==> src/rtl/reg_sequencer_pkg.sv <==
// Shared types and register-index helpers for the register-file micro-sequencer.
package reg_sequencer_pkg;

    typedef enum logic [1:0] {
        FETCH = 2'd0,
        MOV   = 2'd1,
        PUSH  = 2'd2,
        POP   = 2'd3
    } op_e;

    typedef enum logic [2:0] {
        IDLE = 3'd0,
        XFER = 3'd1,
        DEC  = 3'd2,
        MEM  = 3'd3,
        DONE = 3'd4
    } state_e;

    // SP and PC live in the top two register slots.
    function automatic int sp_index(input int depth);
        return depth - 2;
    endfunction

    function automatic int pc_index(input int depth);
        return depth - 1;
    endfunction

endpackage

==> src/rtl/reg_sequencer.sv <==
// Micro-sequencer driving register-file selects/strobes and a memory handshake for FETCH/MOV/PUSH/POP.
// Latency: MOV and FETCH/POP 2 cycles, PUSH 3 cycles, plus one per memory wait cycle; mem_rd/mem_wr held until mem_ack.
module reg_sequencer
    import reg_sequencer_pkg::*;
#(
    parameter int SEL_WIDTH = 4,
    parameter int DEPTH     = 2**SEL_WIDTH
) (
    input  logic                 clk,
    input  logic                 rst,
    input  logic                 start,
    input  logic [1:0]           op,
    input  logic [SEL_WIDTH-1:0] src,
    input  logic [SEL_WIDTH-1:0] dst,
    output logic                 busy,
    output logic                 done,
    output logic [SEL_WIDTH-1:0] rf_sel_a,
    output logic [SEL_WIDTH-1:0] rf_sel_b,
    output logic [SEL_WIDTH-1:0] rf_sel_in,
    output logic                 rf_oe_a,
    output logic                 rf_oe_b,
    output logic                 rf_ld,
    output logic                 rf_post_inc_sp,
    output logic                 rf_pre_dec_sp,
    output logic                 rf_post_inc_pc,
    output logic                 mem_rd,
    output logic                 mem_wr,
    input  logic                 mem_ack,
    output logic                 ir_ld
);

    localparam logic [SEL_WIDTH-1:0] SP_SEL = SEL_WIDTH'(sp_index(DEPTH));
    localparam logic [SEL_WIDTH-1:0] PC_SEL = SEL_WIDTH'(pc_index(DEPTH));

    state_e               state;
    state_e               state_nxt;
    op_e                  op_q;
    logic [SEL_WIDTH-1:0] src_q;
    logic [SEL_WIDTH-1:0] dst_q;

    always_ff @(posedge clk or negedge rst) begin
        if (!rst) begin
            state <= IDLE;
            op_q  <= FETCH;
            src_q <= '0;
            dst_q <= '0;
        end else begin
            state <= state_nxt;
            if (state == IDLE && start) begin
                op_q  <= op_e'(op);
                src_q <= src;
                dst_q <= dst;
            end
        end
    end

    always_comb begin
        state_nxt      = state;
        busy           = 1'b0;
        done           = 1'b0;
        rf_sel_a       = '0;
        rf_sel_b       = '0;
        rf_sel_in      = '0;
        rf_oe_a        = 1'b0;
        rf_oe_b        = 1'b0;
        rf_ld          = 1'b0;
        rf_post_inc_sp = 1'b0;
        rf_pre_dec_sp  = 1'b0;
        rf_post_inc_pc = 1'b0;
        mem_rd         = 1'b0;
        mem_wr         = 1'b0;
        ir_ld          = 1'b0;

        case (state)
            IDLE: begin
                if (start) begin
                    case (op_e'(op))
                        FETCH:   state_nxt = MEM;
                        MOV:     state_nxt = XFER;
                        PUSH:    state_nxt = DEC;
                        POP:     state_nxt = MEM;
                        default: state_nxt = IDLE;
                    endcase
                end
            end
            XFER: begin
                busy      = 1'b1;
                rf_sel_b  = src_q;
                rf_oe_b   = 1'b1;
                rf_sel_in = dst_q;
                rf_ld     = 1'b1;
                state_nxt = DONE;
            end
            DEC: begin
                busy          = 1'b1;
                rf_pre_dec_sp = 1'b1;
                state_nxt     = MEM;
            end
            MEM: begin
                busy     = 1'b1;
                rf_oe_a  = 1'b1;
                rf_sel_a = (op_q == FETCH) ? PC_SEL : SP_SEL;
                case (op_q)
                    FETCH: begin
                        mem_rd = 1'b1;
                        if (mem_ack) begin
                            ir_ld          = 1'b1;
                            rf_post_inc_pc = 1'b1;
                        end
                    end
                    POP: begin
                        mem_rd = 1'b1;
                        if (mem_ack) begin
                            rf_sel_in = dst_q;
                            rf_ld     = 1'b1;
                            // Popping into SP: the loaded value must win over the increment.
                            rf_post_inc_sp = (dst_q != SP_SEL);
                        end
                    end
                    PUSH: begin
                        mem_wr   = 1'b1;
                        rf_sel_b = src_q;
                        rf_oe_b  = 1'b1;
                    end
                    default: ;
                endcase
                if (mem_ack) begin
                    state_nxt = DONE;
                end
            end
            DONE: begin
                busy      = 1'b1;
                done      = 1'b1;
                state_nxt = IDLE;
            end
            default: state_nxt = IDLE;
        endcase
    end

endmodule
==> config.mk <==
export PLATFORM = sky130hd
export DESIGN_NAME = reg_sequencer
export DESIGN_NICKNAME = d
export VERILOG_FILES = /design/src/rtl/reg_sequencer_pkg.sv /design/src/rtl/reg_sequencer.sv
export SDC_FILE = /design/constraint.sdc
export NUM_CORES = 1
export LEC_CHECK = 0
export BUFFER_PORTS_ARGS = -buffer_cell sky130_fd_sc_hd__clkbuf_2
export CAP_MARGIN = 20
export CELL_PAD_IN_SITES_DETAIL_PLACEMENT = 1
export CELL_PAD_IN_SITES_GLOBAL_PLACEMENT = 2
export CORE_MARGIN = 5
export CORE_UTILIZATION = 23
export DETAILED_ROUTE_END_ITERATION = 6
export PLACE_DENSITY = 0.82
export SYNTH_ARGS = -nofsm -noshare
export SYNTH_HDL_FRONTEND = slang
export SYNTH_SLANG_ARGS = --single-unit
==> constraint.sdc <==
create_clock -name clk -period 1.6 [get_ports clk]
set_clock_uncertainty 0.15 [all_clocks]
set_input_delay 0.32 -clock clk [delete_from_list [all_inputs] [get_ports clk]]
set_output_delay 0.32 -clock clk [all_outputs]
set_load 0.005 [all_outputs]
==> summary.txt <==
Outcome
  – Status: finished with violations
  – Failing checks: setup timing

STA
  – Slew @ Worst Pin: 0.3306 ns
  – RSZ-0062 raised after global routing: true
  – Final setup margin: -0.3149 ns
  – Final hold vios: 0
  – Slew headroom: 77.96%
  – Fin Setup TNS: -6.115 ns
  – Final Critical Period: 1.915 ns
  – Worst hold slack: 0.1305 ns
  – Count of final setup violators: 32
  – Max-slew violations: 0
  – Max Clock Freq: 522.2 MHz
  – Period utilisation layout: 119.7%

Final layout
  – Area growth syn-to-layout: 80.20%
  – Multi-input gate area: 481.7 sq um
  – Core Util, Final: 41.94%
  – Filler cells: 375
  – Fin area: 1378 sq um
  – Share of cells above drive strength 1: 75.38%
  – Register area: 330.3 sq um
  – Layout Nets: 148
  – ANT cells: 0

Setup path
  – Critical Path End Type: output port
  – Worst path required time: 1.13 ns
  – Crit-path max cell delay: 0.40 ns
  – CP max FO: 4
  – Critical Path Stages: 5
  – Register-to-Register Path Depth: 5
  – WP data arrival: 1.44 ns
  – Worst path cell trace: nand2b_4, or2_4, inv_4, and3_4, buf_6
  – Critical path's slowest cell: dfrtp_2
  – CP Launch Type: flop
  – Critical path type: flop to output port
  – Critical path buffers and inverters: 2
  – CP delay by family, top: simple AND/OR/NAND/NOR gates

Route
  – DR DRC count: 0
  – First-pass DRT Iterations: 2
  – DR WL/cell: 13.86 microns
  – Initial drt markers: 4
  – Final WL: 2440 microns
  – DRT antenna net count: 0
  – Via count: 726
  – Drt via density: 4.125

Die
  – Die X: 67.65 microns
  – Die area: 4577 sq um
  – Effective utilization at floorplan: 23.28%
  – Die Ht: 67.65 microns
  – IO Count: 37
  – Row Count: 21
  – Core box area: 3284 sq um

Synthesis
  – Ys Warns: 0
  – Synth Area in Adders: 4.910%
  – Syn_area_per_cell: 10.62 sq um
  – Unique masters post-synth: 21
  – Syn nets: 89
  – Largest family of logic cells by synthesized area: simple AND/OR/NAND/NOR gates
  – Synthesized area: 764.5 sq um
  – Simple-gate share of the synthesized area: 22.75%
  – Compound-Gate Fraction of Synth Area: 5.565%
  – Sequential area share after synthesis: 42.55%
  – Mux share of post-synthesis cell area: 14.73%
  – Cells after Synth: 72
  – Number of synthesized register bits: 13
  – XOR/XNOR Fraction of Synth Area: 1.146%

Clock tree
  – CTS sink cnt: 13
  – CTS tree: yes
  – Clk buf depth: 2
  – Worst-path clk slew: 0.07 ns
  – CTS Buf Count: 3
  – Worst skew pair latency: 0.26 ns
  – H-Tree Depth: 1
  – CTS root buffer: clkbuf_4

Min path
  – Hold path cells: 2
  – HP Class: input pin to flop

Global routing
  – Gr ovfl total: 0
  – GRT Total Usage: 10.98%
  – First-pass GRT wire length: 3788 microns
  – Vias in the first global route: 817
  – Initial antenna violation count: 0
  – Pin count of the biggest net entering global routing: 14

Run
  – Max Cap Violations: 0

Power and ir drop
  – VDD IR max: 0.6283 mV
  – Reg power frac: 24.7%
  – Int Power: 1.680 mW
  – Gate power share: 67.8%
  – Power density over cell area: 1876 nW/um^2
  – Leak pwr: 0.6789 nW
  – Psw: 0.9046 mW
  – Net Sw Frac: 35.00%
  – Clock power frac: 7.5%

Placed design
  – DP HPWL: 1778 microns
  – Placement-stage cell area: 1060 sq um
  – Routability-driven placement congestion ratio: 0.7036
  – Count of buffers from port buffering: 36
  – DP Worst Slack: -0.1031 ns
## path summary, 6_finish.rpt
path                       slack [ns]     start        endpoint
setup / recovery                -0.31  state[2]  rf_post_inc_pc
hold / removal                   0.13    dst[0]        dst_q[0]
setup reg to reg                -0.12  state[0]        dst_q[2]
hold reg to reg                  0.36  src_q[3]        src_q[3]
max in group asynchronous        0.71       rst         op_q[1]
min in group asynchronous        0.33       rst         op_q[0]
## cells by family (layout without fill, tap and decap cells)
kind of cell,after synthesis,in the layout
multiplexers,8,8
XOR/XNOR,1,1
flip-flops,13,13
buffers and inverters,11,69
AO/OA/AOI/OAI,8,8
AND/OR/NAND/NOR,28,28
adder cells (fa/ha/maj),3,3
## stage by stage
stage          power, mW  instances
3_3_place_gp       1.700        158
2_1_floorplan      1.271         72
4_1_cts            2.314        173
3_5_place_dp       1.751        158
5_1_grt            2.781        176
6_report           2.585        176
## flip-flops by register name, summed over array words and instances, names as in the netlist
signal,flops
dst_q,4
src_q,4
state,3
op_q,2
## layer usage
metal	vias up	routed length (microns)	global-route usage (%)
li1	348	-	-
met1	348	994	12.04
met2	30	1290	21.02
met3	0	156	3.161
met4	0	0	1.519
met5	-	0	0
## area by class of cell
class                           count  area share [%]
Multi-Input combinational cell     48           34.97
Sequential cell                    13           23.98
Tap cell                           46           4.178
Clock buffer                        4           1.907
Timing Repair Buffer               59           33.15
Inverter                            6           1.817
## synth_stat cells (all sizes together)
| cell | n | share of area [%] |
|---|---|---|
| dfrtp | 13 | 43 |
| and2 | 10 | 8.2 |
| mux2 | 8 | 15 |
| inv | 6 | 2.9 |
| a21oi | 5 | 3.3 |
| buf | 5 | 5.4 |
| nor2 | 5 | 2.5 |
| ha | 3 | 4.9 |
| nand2 | 3 | 1.5 |
| nand2b | 3 | 2.5 |
| nor3 | 2 | 1.3 |
| o21ai | 2 | 1.3 |
| a21boi | 1 | 0.98 |
| and3 | 1 | 0.82 |
| and4b | 1 | 1.3 |
| nor2b | 1 | 0.82 |
| nor4b | 1 | 3.1 |
| or2 | 1 | 0.82 |
| xnor2 | 1 | 1.1 |
## what timing repair did
| action | in CTS | in global routing |
|---|---|---|
| buffers inserted | 10 | 3 |
| gates resized for setup | 22 | 33 |
| hold buffers | 1 | 0 |
| endpoints found under the setup margin | 23 | 31 |
| hold endpoints to repair | 13 | 0 |
| cloned | 0 | 0 |
| pin swaps | 8 | 7 |
## power by group through the flow
stage	clock (mW)	sequential [mW]	combinational [mW]
global route	0.219	0.664	1.90
detailed placement	0	0.671	1.08
floorplan	0	0.625	0.645
CTS	0.204	0.636	1.47
global placement	0	0.651	1.05
finish	0.194	0.638	1.75
## placed cells by master, fill, tap and decap left out, types with 2 or more instances in the layout
| master | instances |
|---|---|
| clkbuf_2 | 19 |
| buf_6 | 17 |
| buf_4 | 14 |
| dfrtp_1 | 9 |
| mux2_4 | 8 |
| buf_2 | 7 |
| and2_4 | 5 |
| and2_1 | 5 |
| dfrtp_2 | 4 |
| inv_2 | 3 |
| nor2_1 | 3 |
| a21oi_1 | 3 |
| clkbuf_4 | 3 |
| inv_1 | 2 |
| nor3_2 | 2 |
| nand2_2 | 2 |
| nand2b_1 | 2 |
| ha_4 | 2 |
No activity file was read; power rests on OpenSTA's default activity.
